--- src/rtl/fetch_pkg.sv ---
// fetch_pkg: shared state encoding and PC constants for the fetch stage
package fetch_pkg;
  typedef enum logic [1:0] {
    FS_BOOT = 2'd0,
    FS_RUN  = 2'd1,
    FS_MISS = 2'd2
  } fs_t;
  localparam logic [31:0] PC_INCR = 32'd4;
  localparam logic [31:0] DEFAULT_RESET_VECTOR = 32'h0000_0000;
  localparam logic [31:0] ALIGN_MASK = 32'hFFFF_FFFC;
  localparam logic [15:0] MISS_MAX = 16'hFFFF;
endpackage

--- src/rtl/fetch_if.sv ---
// fetch_if: redirect/hazard inputs and instruction-memory/IF-ID outputs of the fetch stage
interface fetch_if;
  logic [31:0] adr_branch;
  logic        PCSrc;
  logic        stall;
  logic        hit;
  logic [31:0] Ins_address;
  logic [31:0] Add_out;
  logic        fetch_valid;
  logic        flush;
  logic [15:0] miss_cycles;
  modport master (
    input  adr_branch, PCSrc, stall, hit,
    output Ins_address, Add_out, fetch_valid, flush, miss_cycles
  );
  modport slave (
    output adr_branch, PCSrc, stall, hit,
    input  Ins_address, Add_out, fetch_valid, flush, miss_cycles
  );
endinterface

--- src/rtl/pc_next_sel.sv ---
// pc_next_sel: next-PC mux; a live redirect beats a pending one, which beats hold/advance
module pc_next_sel import fetch_pkg::*; (
  input  logic [31:0] pc,
  input  logic [31:0] pc_plus4,
  input  logic [31:0] adr_branch,
  input  logic [31:0] pend_target,
  input  logic        take_branch,
  input  logic        take_pend,
  input  logic        hold,
  output logic [31:0] next_pc
);
  always_comb begin
    next_pc = take_branch ? (adr_branch & ALIGN_MASK) :
              take_pend   ? (pend_target & ALIGN_MASK) :
              hold        ? pc : pc_plus4;
  end
endmodule

--- src/rtl/fetch_controller.sv ---
// fetch_controller: PC register and BOOT/RUN/MISS sequencing of instruction fetch
module fetch_controller import fetch_pkg::*; #(
  parameter logic [31:0] RESET_VECTOR = DEFAULT_RESET_VECTOR
) (
  input logic clk,
  input logic rst,
  fetch_if.master bus
);
  fs_t state, state_n;
  logic [31:0] pc, pc_n, pc_plus4, pend_target;
  logic [15:0] miss_cnt;
  logic pend_valid, take_branch, take_pend, hold, fv, fl, pend_set, pend_clr;
  assign pc_plus4 = pc + PC_INCR;
  pc_next_sel u_sel (
    .pc          (pc),
    .pc_plus4    (pc_plus4),
    .adr_branch  (bus.adr_branch),
    .pend_target (pend_target),
    .take_branch (take_branch),
    .take_pend   (take_pend),
    .hold        (hold),
    .next_pc     (pc_n)
  );
  always_comb begin
    state_n = state;
    take_branch = 1'b0;
    take_pend = 1'b0;
    hold = 1'b1;
    fv = 1'b0;
    fl = 1'b0;
    pend_set = 1'b0;
    pend_clr = 1'b0;
    case (state)
      FS_BOOT: state_n = FS_RUN;
      FS_RUN: begin
        if (bus.PCSrc) begin
          take_branch = 1'b1;
          fl = 1'b1;
        end else if (!bus.hit) begin
          state_n = FS_MISS;
        end else if (!bus.stall) begin
          hold = 1'b0;
          fv = 1'b1;
        end
      end
      FS_MISS: begin
        if (bus.hit) begin
          state_n = FS_RUN;
          pend_clr = 1'b1;
          if (bus.PCSrc) begin
            take_branch = 1'b1;
            fl = 1'b1;
          end else if (pend_valid) begin
            take_pend = 1'b1;
            fl = 1'b1;
          end else if (!bus.stall) begin
            hold = 1'b0;
            fv = 1'b1;
          end
        end else if (bus.PCSrc) begin
          pend_set = 1'b1;
          fl = 1'b1;
        end
      end
      default: state_n = FS_BOOT;
    endcase
  end
  always_ff @(posedge clk) begin
    if (rst) begin
      state <= FS_BOOT;
      pc <= RESET_VECTOR;
      pend_valid <= 1'b0;
      pend_target <= '0;
      miss_cnt <= '0;
    end else begin
      state <= state_n;
      pc <= pc_n;
      if (pend_set) begin
        pend_target <= bus.adr_branch;
        pend_valid <= 1'b1;
      end else if (pend_clr) begin
        pend_valid <= 1'b0;
      end
      if (state == FS_MISS && miss_cnt != MISS_MAX) miss_cnt <= miss_cnt + 16'd1;
    end
  end
  assign bus.Ins_address = pc;
  assign bus.Add_out = pc_plus4;
  assign bus.fetch_valid = fv & ~rst;
  assign bus.flush = fl & ~rst;
  assign bus.miss_cycles = miss_cnt;
endmodule
--- src/flat_wrapper.sv ---
// flat-port wrapper written by rule: the top's interface ports become plain ports
module fetch_controller_flat import fetch_pkg::*;
#(
  parameter logic [31:0] RESET_VECTOR = DEFAULT_RESET_VECTOR
)
  (clk, rst, bus_adr_branch, bus_PCSrc, bus_stall, bus_hit, bus_Ins_address, bus_Add_out, bus_fetch_valid, bus_flush, bus_miss_cycles);
  fetch_if bus_i ();
  input logic clk;
  input logic rst;
  input wire logic [$bits(bus_i.adr_branch)-1:0] bus_adr_branch;
  input wire logic [$bits(bus_i.PCSrc)-1:0] bus_PCSrc;
  input wire logic [$bits(bus_i.stall)-1:0] bus_stall;
  input wire logic [$bits(bus_i.hit)-1:0] bus_hit;
  output wire logic [$bits(bus_i.Ins_address)-1:0] bus_Ins_address;
  output wire logic [$bits(bus_i.Add_out)-1:0] bus_Add_out;
  output wire logic [$bits(bus_i.fetch_valid)-1:0] bus_fetch_valid;
  output wire logic [$bits(bus_i.flush)-1:0] bus_flush;
  output wire logic [$bits(bus_i.miss_cycles)-1:0] bus_miss_cycles;
  assign bus_i.adr_branch = bus_adr_branch;
  assign bus_i.PCSrc = bus_PCSrc;
  assign bus_i.stall = bus_stall;
  assign bus_i.hit = bus_hit;
  assign bus_Ins_address = bus_i.Ins_address;
  assign bus_Add_out = bus_i.Add_out;
  assign bus_fetch_valid = bus_i.fetch_valid;
  assign bus_flush = bus_i.flush;
  assign bus_miss_cycles = bus_i.miss_cycles;
  fetch_controller #(.RESET_VECTOR(RESET_VECTOR)) u_core (.clk(clk), .rst(rst), .bus(bus_i));
endmodule
--- config.mk ---
export PLATFORM = sky130hd
export DESIGN_NAME = fetch_controller_flat
export DESIGN_NICKNAME = d
export VERILOG_FILES = /design/src/rtl/fetch_pkg.sv /design/src/rtl/fetch_if.sv /design/src/rtl/pc_next_sel.sv /design/src/rtl/fetch_controller.sv /design/src/flat_wrapper.sv
export SDC_FILE = /design/constraint.sdc
export NUM_CORES = 1
export LEC_CHECK = 0
export BUFFER_PORTS_ARGS = -buffer_cell sky130_fd_sc_hd__clkbuf_2
export CORE_AREA = 2 2 103 155
export DETAILED_ROUTE_END_ITERATION = 10
export DIE_AREA = 0 0 105 157
export PLACE_DENSITY = 0.56
export SLEW_MARGIN = 25
export SYNTH_ARGS = -nofsm -noshare
export SYNTH_HDL_FRONTEND = slang
export SYNTH_HIERARCHICAL = 1
export SYNTH_SLANG_ARGS = --single-unit
--- constraint.sdc ---
create_clock -name clk -period 3.5 [get_ports clk]
set_clock_uncertainty 0.2 [all_clocks]
set_input_delay 0.7 -clock clk [delete_from_list [all_inputs] [get_ports clk]]
set_output_delay 0.7 -clock clk [all_outputs]
set_load 0.02 [all_outputs]
==> impl_metrics.tcl <==
set metrics [dict create \
    outcome "completed" \
    max-cap-violations 0 \
    vias 4303 \
    cts_tree "built" \
    worst-r2r-cell-count 8 \
    maxSlewViolCount 0 \
    path_class "reg2out" \
    clk_pin_slew_ns 0.06 \
    setup_viol 0 \
    whs_ns 0.254 \
    min_path_type "reg2reg" \
    p_leak_nw 2.43 \
    dp.cells 849 \
    wire_per_inst_um 14.7 \
    grt_pass1_wl_mm 20.3 \
    place.gp.congestion 0.765 \
    final_cells 865 \
    ir_worst_vdd_uv 222 \
    power_density_nw_per_um2 438 \
    synth.avg_cell_area_sq_um 8.57 \
    antenna_found_initial 0 \
    dr.first_iter.drc_count 122 \
    netlist_area_sq_um 4820 \
    diodes 0 \
    grt_overflow 0 \
    cp-startpoint "u_core/bus.Ins_address[2]" \
    core-area_sq_um 15000 \
    worstMarginPinSlew_ns 0.885 \
    syn2layout_area_growth_pct 21.1 \
    clock-sinks 81 \
    cp-start-kind "register" \
    portBuffers 116 \
    grt_start_max_net_pins 82 \
    syn-num-nets 605 \
    antenna_left 0 \
    row_count 55 \
    viasPerCell 4.97 \
    io_pins 119 \
    die-area_sq_um 16500 \
    clock_latency_ns 0.34 \
    critPathRequiredTime_ns 2.60 \
    cts_made_buffers 9 \
    r2r_slack_ns 0.83 \
    start_util_pct 32.1 \
    drtPass1Iterations 4 \
    rsz0062_at_grt "no" \
    yosys_warnings 6 \
    htreeDepth 3 \
    setup_tns_ns 0 \
    clock_path_buffers 2 \
    die_w_um 105 \
    r2r_start "u_core/bus.Ins_address[2]" \
    finalCriticalPeriod_ns 3.37 \
    synthCells 563 \
    timing.rr.end "u_core/bus.Ins_address[26]" \
    drive_above_1_share_pct 29.4 \
    grt_usage_pct 15.3 \
    crit_path_max_fanout 9 \
    place_hpwl_mm 9.17 \
    clockRootBuffer "clkbuf_16" \
    timing.fmax_mhz 297 \
    arrival_ns 2.47 \
    fillers 1575 \
    postCtsSetupRepairBufs 0 \
    crit_end "bus_Add_out[26]" \
    max_slew_margin_pct 41.0 \
    nNetsFinal 703 \
    post-route-drc-count 0 \
    power_mw 2.56 \
    grt_pass1_vias 4039 \
    die_y_um 157 \
    hold_violations 0 \
    wirelength_mm 12.7 \
    min_period_over_period_pct 96.3 \
    cp-end-kind "output pin" \
]
## sequential cells by signal, summed over array words and instances, names as in the netlist
signal	count
u_core/bus.Ins_address	32
u_core/bus.miss_cycles	16
u_core/state	2
u_core/pend_target	30
u_core/pend_valid	1
## worst min-delay path by stage
| stage | from | endpoint | slack [ns] | depth (start not counted) |
|---|---|---|---|---|
| 3_5_place_dp | u_core/pend_target[22] | u_core/pend_target[22] | 0.25 | 2 |
| 5_1_grt | u_core/pend_target[22] | u_core/pend_target[22] | 0.27 | 2 |
| 2_1_floorplan | u_core/pend_target[10] | u_core/pend_target[10] | 0.24 | 2 |
| 3_3_place_gp | u_core/pend_target[22] | u_core/pend_target[22] | 0.24 | 2 |
| 6_report | u_core/pend_target[3] | u_core/pend_target[3] | 0.25 | 2 |
| 4_1_cts | u_core/pend_target[22] | u_core/pend_target[22] | 0.26 | 2 |
## worst max-delay path, cell delays in order (launching register included)
cell and delay (ns):
dfxtp_1 0.42, ha_2 0.26, nand2_1 0.11, or4_4 0.54
nor4_2 0.33, xor2_1 0.26, clkbuf_2 0.21
## power by group
group	internal (mW)	switching [mW]
Sequential	0.964	0.0521
Combinational	0.244	0.331
Clock	0.573	0.393
Total	1.78	0.776
## what timing repair did
action	4_1_cts	5_1_grt
setup endpoints to repair	0	1
hold buffers	0	0
hold endpoints to repair	0	0
resized for setup	0	1
## cell usage in the layout (no fill, tap or decap), types with 7 or more instances in the layout
master / n
nor3b_1: 30
a21oi_1: 46
mux2i_1: 34
a211oi_2: 29
nand4_1: 9
clkbuf_2: 116
buf_4: 13
nor4_2: 7
dfxtp_1: 81
nor3_1: 11
nand3_1: 10
xnor2_1: 10
nor2b_1: 61
inv_1: 14
clkbuf_16: 9
nand2_1: 80
xor2_1: 20
nor2_1: 19
## per-layer routing
| metal | up-vias | global-route usage, % | share of wire (%) |
|---|---|---|---|
| li1 | 2151 | - | - |
| met1 | 2043 | 16.6 | 41 |
| met2 | 91 | 28.9 | 53 |
| met3 | 18 | 2.82 | 4.5 |
| met4 | 0 | 6.35 | 1.9 |
| met5 | - | 0 | 0 |
## through the flow
stage	worst slack (ns)	cell area, sq um	util [%]
2_1_floorplan	0.504	4820	-
3_3_place_gp	0.493	5530	36.9
3_5_place_dp	0.454	5530	36.9
4_1_cts	0.0650	5840	38.9
5_1_grt	0.0204	5840	38.9
6_report	0.129	5840	38.9
## layout make-up
class	count	area, sq um	area share [%]
multi-input cells	426	2930	50.2
flip-flops and latches	81	1620	27.8
repair buffers	129	678	11.6
well taps	199	249	4.26
clock buffers	10	239	4.09
clock inverters	6	66.3	1.14
inverters	14	52.6	0.900
Power figures use the tool's default switching activity.
